## src/rtl/mmio_periph_bus_if.sv

```systemverilog
// CPU load/store bus toward the MMIO peripheral block.
// The master drives strobes, address and write data; the slave returns read data combinationally.
interface mmio_periph_bus_if;
  logic        rd;
  logic        wr;
  logic [31:0] addr;
  logic [31:0] wdata;
  logic [31:0] rdata;

  modport master (output rd, output wr, output addr, output wdata, input rdata);
  modport slave  (input rd, input wr, input addr, input wdata, output rdata);
endinterface

```

## src/rtl/mmio_periph_bus.sv

```systemverilog
// MMIO peripherals in the 0x4xxxxxxx window: reloadable timer with irq, systick,
// LED/7-segment output registers and a synchronised switch input.
module mmio_periph_bus #(
  parameter int unsigned LED_WIDTH  = 8,
  parameter int unsigned SW_WIDTH   = 8,
  parameter int unsigned DIGI_WIDTH = 12
) (
  input  logic                  clk,
  input  logic                  reset,
  mmio_periph_bus_if.slave      bus,
  input  logic [SW_WIDTH-1:0]   switch,
  output logic [LED_WIDTH-1:0]  led,
  output logic [DIGI_WIDTH-1:0] digi,
  output logic                  irqout
);

  typedef enum logic [2:0] {
    REG_TH      = 3'd0,
    REG_TL      = 3'd1,
    REG_TCON    = 3'd2,
    REG_LED     = 3'd3,
    REG_SWITCH  = 3'd4,
    REG_DIGI    = 3'd5,
    REG_SYSTICK = 3'd6,
    REG_NONE    = 3'd7
  } reg_sel_e;

  logic [31:0]           r_th;
  logic [31:0]           r_tl;
  logic [2:0]            r_tcon;
  logic [LED_WIDTH-1:0]  r_led;
  logic [DIGI_WIDTH-1:0] r_digi;
  logic [31:0]           r_systick;
  logic [SW_WIDTH-1:0]   r_sw_meta;
  logic [SW_WIDTH-1:0]   r_sw_sync;

  reg_sel_e    w_sel;
  logic        w_page;
  logic        w_ovf;
  logic        w_ovf_set;
  logic [31:0] w_rdata;
  logic        w_unused;

  // Exact word match: 0x40000000..0x4000001F, index 7 of that window is unmapped.
  assign w_page    = (bus.addr[31:5] == 27'h2000000);
  assign w_sel     = w_page ? reg_sel_e'(bus.addr[4:2]) : REG_NONE;
  assign w_ovf     = r_tcon[0] && (r_tl == '1);
  assign w_ovf_set = w_ovf && r_tcon[1];
  assign w_unused  = ^bus.addr[1:0];

  always_comb begin
    w_rdata = '0;
    if (bus.rd) begin
      case (w_sel)
        REG_TH:      w_rdata = r_th;
        REG_TL:      w_rdata = r_tl;
        REG_TCON:    w_rdata = 32'(r_tcon);
        REG_LED:     w_rdata = 32'(r_led);
        REG_SWITCH:  w_rdata = 32'(r_sw_sync);
        REG_DIGI:    w_rdata = 32'(r_digi);
        REG_SYSTICK: w_rdata = r_systick;
        default:     w_rdata = '0;
      endcase
    end
  end

  assign bus.rdata = w_rdata;

  always_ff @(posedge clk) begin
    if (reset) begin
      r_th      <= '0;
      r_tl      <= '0;
      r_tcon    <= '0;
      r_led     <= '0;
      r_digi    <= '0;
      r_systick <= '0;
      r_sw_meta <= '0;
      r_sw_sync <= '0;
    end else begin
      r_sw_meta <= switch;
      r_sw_sync <= r_sw_meta;
      r_systick <= r_systick + 32'd1;

      // Reload always uses the TH value held before this edge.
      if (bus.wr && w_sel == REG_TH) r_th <= bus.wdata;

      if (bus.wr && w_sel == REG_TL)  r_tl <= bus.wdata;
      else if (w_ovf)                 r_tl <= r_th;
      else if (r_tcon[0])             r_tl <= r_tl + 32'd1;

      // Status can only be cleared by software, never set; a concurrent overflow wins.
      if (bus.wr && w_sel == REG_TCON)
        r_tcon <= {w_ovf_set | (r_tcon[2] & bus.wdata[2]), bus.wdata[1:0]};
      else
        r_tcon[2] <= r_tcon[2] | w_ovf_set;

      if (bus.wr && w_sel == REG_LED)  r_led  <= bus.wdata[LED_WIDTH-1:0];
      if (bus.wr && w_sel == REG_DIGI) r_digi <= bus.wdata[DIGI_WIDTH-1:0];
    end
  end

  assign led    = r_led;
  assign digi   = r_digi;
  assign irqout = r_tcon[1] & r_tcon[2];

endmodule

```

## src/flat_wrapper.sv

```systemverilog
// flat-port wrapper written by rule: the top's interface ports become plain ports
module mmio_periph_bus_flat 
#(
  parameter int unsigned LED_WIDTH  = 8,
  parameter int unsigned SW_WIDTH   = 8,
  parameter int unsigned DIGI_WIDTH = 12
)
  (clk, reset, switch, led, digi, irqout, bus_rd, bus_wr, bus_addr, bus_wdata, bus_rdata);
  mmio_periph_bus_if bus_i ();
  input  logic clk;
  input  logic reset;
  input  logic [SW_WIDTH-1:0] switch;
  output logic [LED_WIDTH-1:0] led;
  output logic [DIGI_WIDTH-1:0] digi;
  output logic irqout;
  input wire logic [$bits(bus_i.rd)-1:0] bus_rd;
  input wire logic [$bits(bus_i.wr)-1:0] bus_wr;
  input wire logic [$bits(bus_i.addr)-1:0] bus_addr;
  input wire logic [$bits(bus_i.wdata)-1:0] bus_wdata;
  output wire logic [$bits(bus_i.rdata)-1:0] bus_rdata;
  assign bus_i.rd = bus_rd;
  assign bus_i.wr = bus_wr;
  assign bus_i.addr = bus_addr;
  assign bus_i.wdata = bus_wdata;
  assign bus_rdata = bus_i.rdata;
  mmio_periph_bus #(.LED_WIDTH(LED_WIDTH), .SW_WIDTH(SW_WIDTH), .DIGI_WIDTH(DIGI_WIDTH)) u_core (.clk(clk), .reset(reset), .bus(bus_i), .switch(switch), .led(led), .digi(digi), .irqout(irqout));
endmodule
```

## config.mk

```make
export PLATFORM = sky130hd
export DESIGN_NAME = mmio_periph_bus_flat
export DESIGN_NICKNAME = d
export VERILOG_FILES = /design/src/rtl/mmio_periph_bus_if.sv /design/src/rtl/mmio_periph_bus.sv /design/src/flat_wrapper.sv
export SDC_FILE = /design/constraint.sdc
export NUM_CORES = 1
export LEC_CHECK = 0
export CAP_MARGIN = 25
export CORE_MARGIN = 4
export CORE_UTILIZATION = 57
export DETAILED_ROUTE_END_ITERATION = 8
export PLACE_DENSITY = 0.95
export SLEW_MARGIN = 20
export SYNTH_ARGS = -nofsm -noshare
export SYNTH_HDL_FRONTEND = slang
export SYNTH_SLANG_ARGS = --single-unit
```

## constraint.sdc

```tcl
create_clock -name clk -period 6.4 [get_ports clk]
set_input_delay 1.28 -clock clk [delete_from_list [all_inputs] [get_ports clk]]
set_output_delay 1.28 -clock clk [all_outputs]
set_load 0.005 [all_outputs]
```

==> impl_metrics.tcl <==
set metrics [dict create \
    vias 7606 \
    syn_area_um2 7170 \
    clock_path_buffers 2 \
    synthFlopType "dfxtp_1" \
    drc 0 \
    postRouteAntennaNets 0 \
    dpl.hpwl_um 14600 \
    drive_gt1_share_pct 7.45 \
    diodes 0 \
    rows 40 \
    total_power_uw 1950 \
    die_w_um 120 \
    async_flop_share_pct 0 \
    worstSetupStartpointType "primary input" \
    overflow 0 \
    path_clk_slew_ns 0.07 \
    htree_num_levels 4 \
    first_global_vias 7381 \
    final_cell_mix "nor2_1, dfxtp_1, clkdlybuf4s50_1" \
    ctsResizeCount 0 \
    worstPathArrival_ns 4.16 \
    wl_per_cell_um 20.1 \
    fin_area_um2 9110 \
    io_pins 129 \
    hold_class "flop to flop" \
    syn_nets 948 \
    antenna_found_initial 0 \
    grt_util_all_layers_pct 31.3 \
    drv_slew 0 \
    setup-tns-final_ns 0 \
    finalHoldViolCount 0 \
    ys_ff_latch 135 \
    power-per-cell-area_nw_per_um2 214 \
    postCtsHoldBufs 0 \
    fmax_mhz 184 \
    drt_iter0_drc 1093 \
    grt_pass1_wl_um 36500 \
    clk_latency_ns 0.44 \
    synth.yosys.warnings 0 \
    cts_inserted_buffers 17 \
    dieArea_um2 14400 \
    synth_edf_count 0 \
    tightestPinTransition_ns 1.05 \
    postRouteWirelength_um 23100 \
    maxCapViolCount 0 \
    io_buffers 126 \
    synth.distinct_cells 63 \
    setup_violations 0 \
    place_area_um2 8480 \
    rsz0062_at_grt "no" \
    clock_skew_ns 0.00991 \
    netlist_instances 870 \
    nNetsFinal 1045 \
    syn_to_final_growth_pct 27.1 \
    cts_tree "built" \
    status "finished clean" \
    via_per_inst 6.63 \
    p_leak_uw 0.00305 \
    fp.coreArea_um2 12200 \
    crit_type "primary input to output pin" \
    cts.sinks 135 \
    first_pass_iters 6 \
    fin_crit_ns 5.44 \
    cts_setup_buffers 0 \
    seq_area_frac_synth_pct 37.7 \
    cp-end-kind "output pin" \
    ir_drop_v 0.000151 \
    maxSlewHeadroom_pct 30.2 \
    crit_fanout 25 \
    avgSynthCellArea_um2 8.24 \
    die_y_um 120 \
    routabilityCongestion 0.926 \
    initial_utilization_pct 59.0 \
    min_period_over_period_pct 85.0 \
    grt_max_degree 73 \
    critPathRequiredTime_ns 5.12 \
    layout_commonest_cell "nor2_1" \
    clock_tree.root_cell "clkbuf_16" \
]
stage by stage:
step	cells	util, %	setup WS (ns)	hold slack, ns
floorplan	870	-	2.58	0.414
global placement	1114	69.7	1.17	0.416
detailed placement	1114	69.7	1.11	0.423
CTS	1146	74.6	1.11	0.443
global route	1148	74.9	0.875	0.454
finish	1148	74.9	0.958	0.439
state kept, by name (all words and copies together), names as in the netlist:
name / flops
u_core.r_th: 32
u_core.r_sw_meta: 8
u_core.r_tcon: 3
u_core.r_tl: 32
u_core.led: 8
u_core.r_systick: 32
u_core.r_sw_sync: 8
u_core.digi: 12
critical path, stage by stage:
cell             delay (ns)
clkdlybuf4s50_1        0.42
buf_4                  0.25
nor2_1                 0.13
buf_4                  0.34
and2_1                 0.79
a21oi_1                0.17
nor2_1                 0.23
clkdlybuf4s50_1        0.55
area by class of cell:
cell class | instances | area (um2)
clock buffer | 17 | 425
clock inverter | 15 | 171
fill | 755 | 3050
inverter | 9 | 33.8
multi-input combinational | 663 | 4180
sequential | 135 | 2700
tap | 168 | 210
timing repair buffer | 141 | 1390
cells by family after synthesis:
group / Yosys count / share of synthesized area, %
AND/OR/NAND/NOR: 381 / 26.4
multiplexers: 83 / 12.3
flip-flops: 135 / 37.7
XOR/XNOR: 30 / 3.66
buffers and inverters: 72 / 4.24
adder cells (fa/ha/maj): 2 / 0.349
AO/OA/AOI/OAI: 167 / 15.4
routing by layer:
| metal | GRT usage, % | up-vias | wire length [um] |
|---|---|---|---|
| li1 | - | 3349 | - |
| met1 | 37.6 | 3519 | 8740 |
| met2 | 50.7 | 611 | 10700 |
| met3 | 7.96 | 127 | 2630 |
| met4 | 18.3 | 0 | 1010 |
| met5 | 0 | - | 0 |
cell usage after synthesis (3+ instances only):
cell / count / area share [%]
mux2_2: 9 / 1.4
a22oi_1: 24 / 2.5
a31oi_1: 8 / 0.70
nor3_1: 13 / 0.91
nor4_1: 14 / 1.2
nand2b_1: 3 / 0.26
nand2_1: 51 / 2.7
nor2_1: 161 / 8.4
clkbuf_1: 39 / 2.0
xnor2_1: 12 / 1.5
o22a_1: 4 / 0.49
inv_1: 9 / 0.47
a221oi_1: 6 / 0.73
nand3_1: 29 / 2.0
a211oi_1: 13 / 1.4
and3_1: 21 / 1.8
o221ai_1: 7 / 0.86
nand4_1: 23 / 2.0
and4_1: 9 / 1.1
mux2i_1: 71 / 9.9
o211ai_1: 7 / 0.73
buf_1: 8 / 0.42
buf_4: 4 / 0.42
a41oi_1: 3 / 0.37
mux4_2: 3 / 0.94
or3_1: 11 / 0.96
xor2_1: 18 / 2.2
nor2b_1: 20 / 1.7
buf_2: 11 / 0.77
dfxtp_1: 135 / 38
a21oi_1: 61 / 4.3
and2_1: 8 / 0.70
o21ai_0: 15 / 1.0
report_power, final:
part / switching [uW] / leakage (uW) / internal, uW
logic: 56.3 / 0.00166 / 56.0
registers: 4.56 / 0.00109 / 847
clock network: 459 / 0.000295 / 528
total: 519 / 0.00305 / 1430
final timing paths:
path                                   from                        endpoint  slack [ns]  depth (start not counted)
max                             bus_addr[3]                   bus_rdata[31]        0.96                          8
min          u_core.r_sw_meta[3]$_SDFF_PP0_  u_core.r_sw_sync[3]$_SDFF_PP0_        0.44                          1
max reg2reg   u_core.r_tcon[0]$_SDFFE_PP0N_     u_core.r_tl[6]$_SDFFE_PP0P_        3.45                          7
min reg2reg  u_core.r_sw_meta[3]$_SDFF_PP0_  u_core.r_sw_sync[3]$_SDFF_PP0_        0.44                          1
Power figures use the tool's default switching activity.
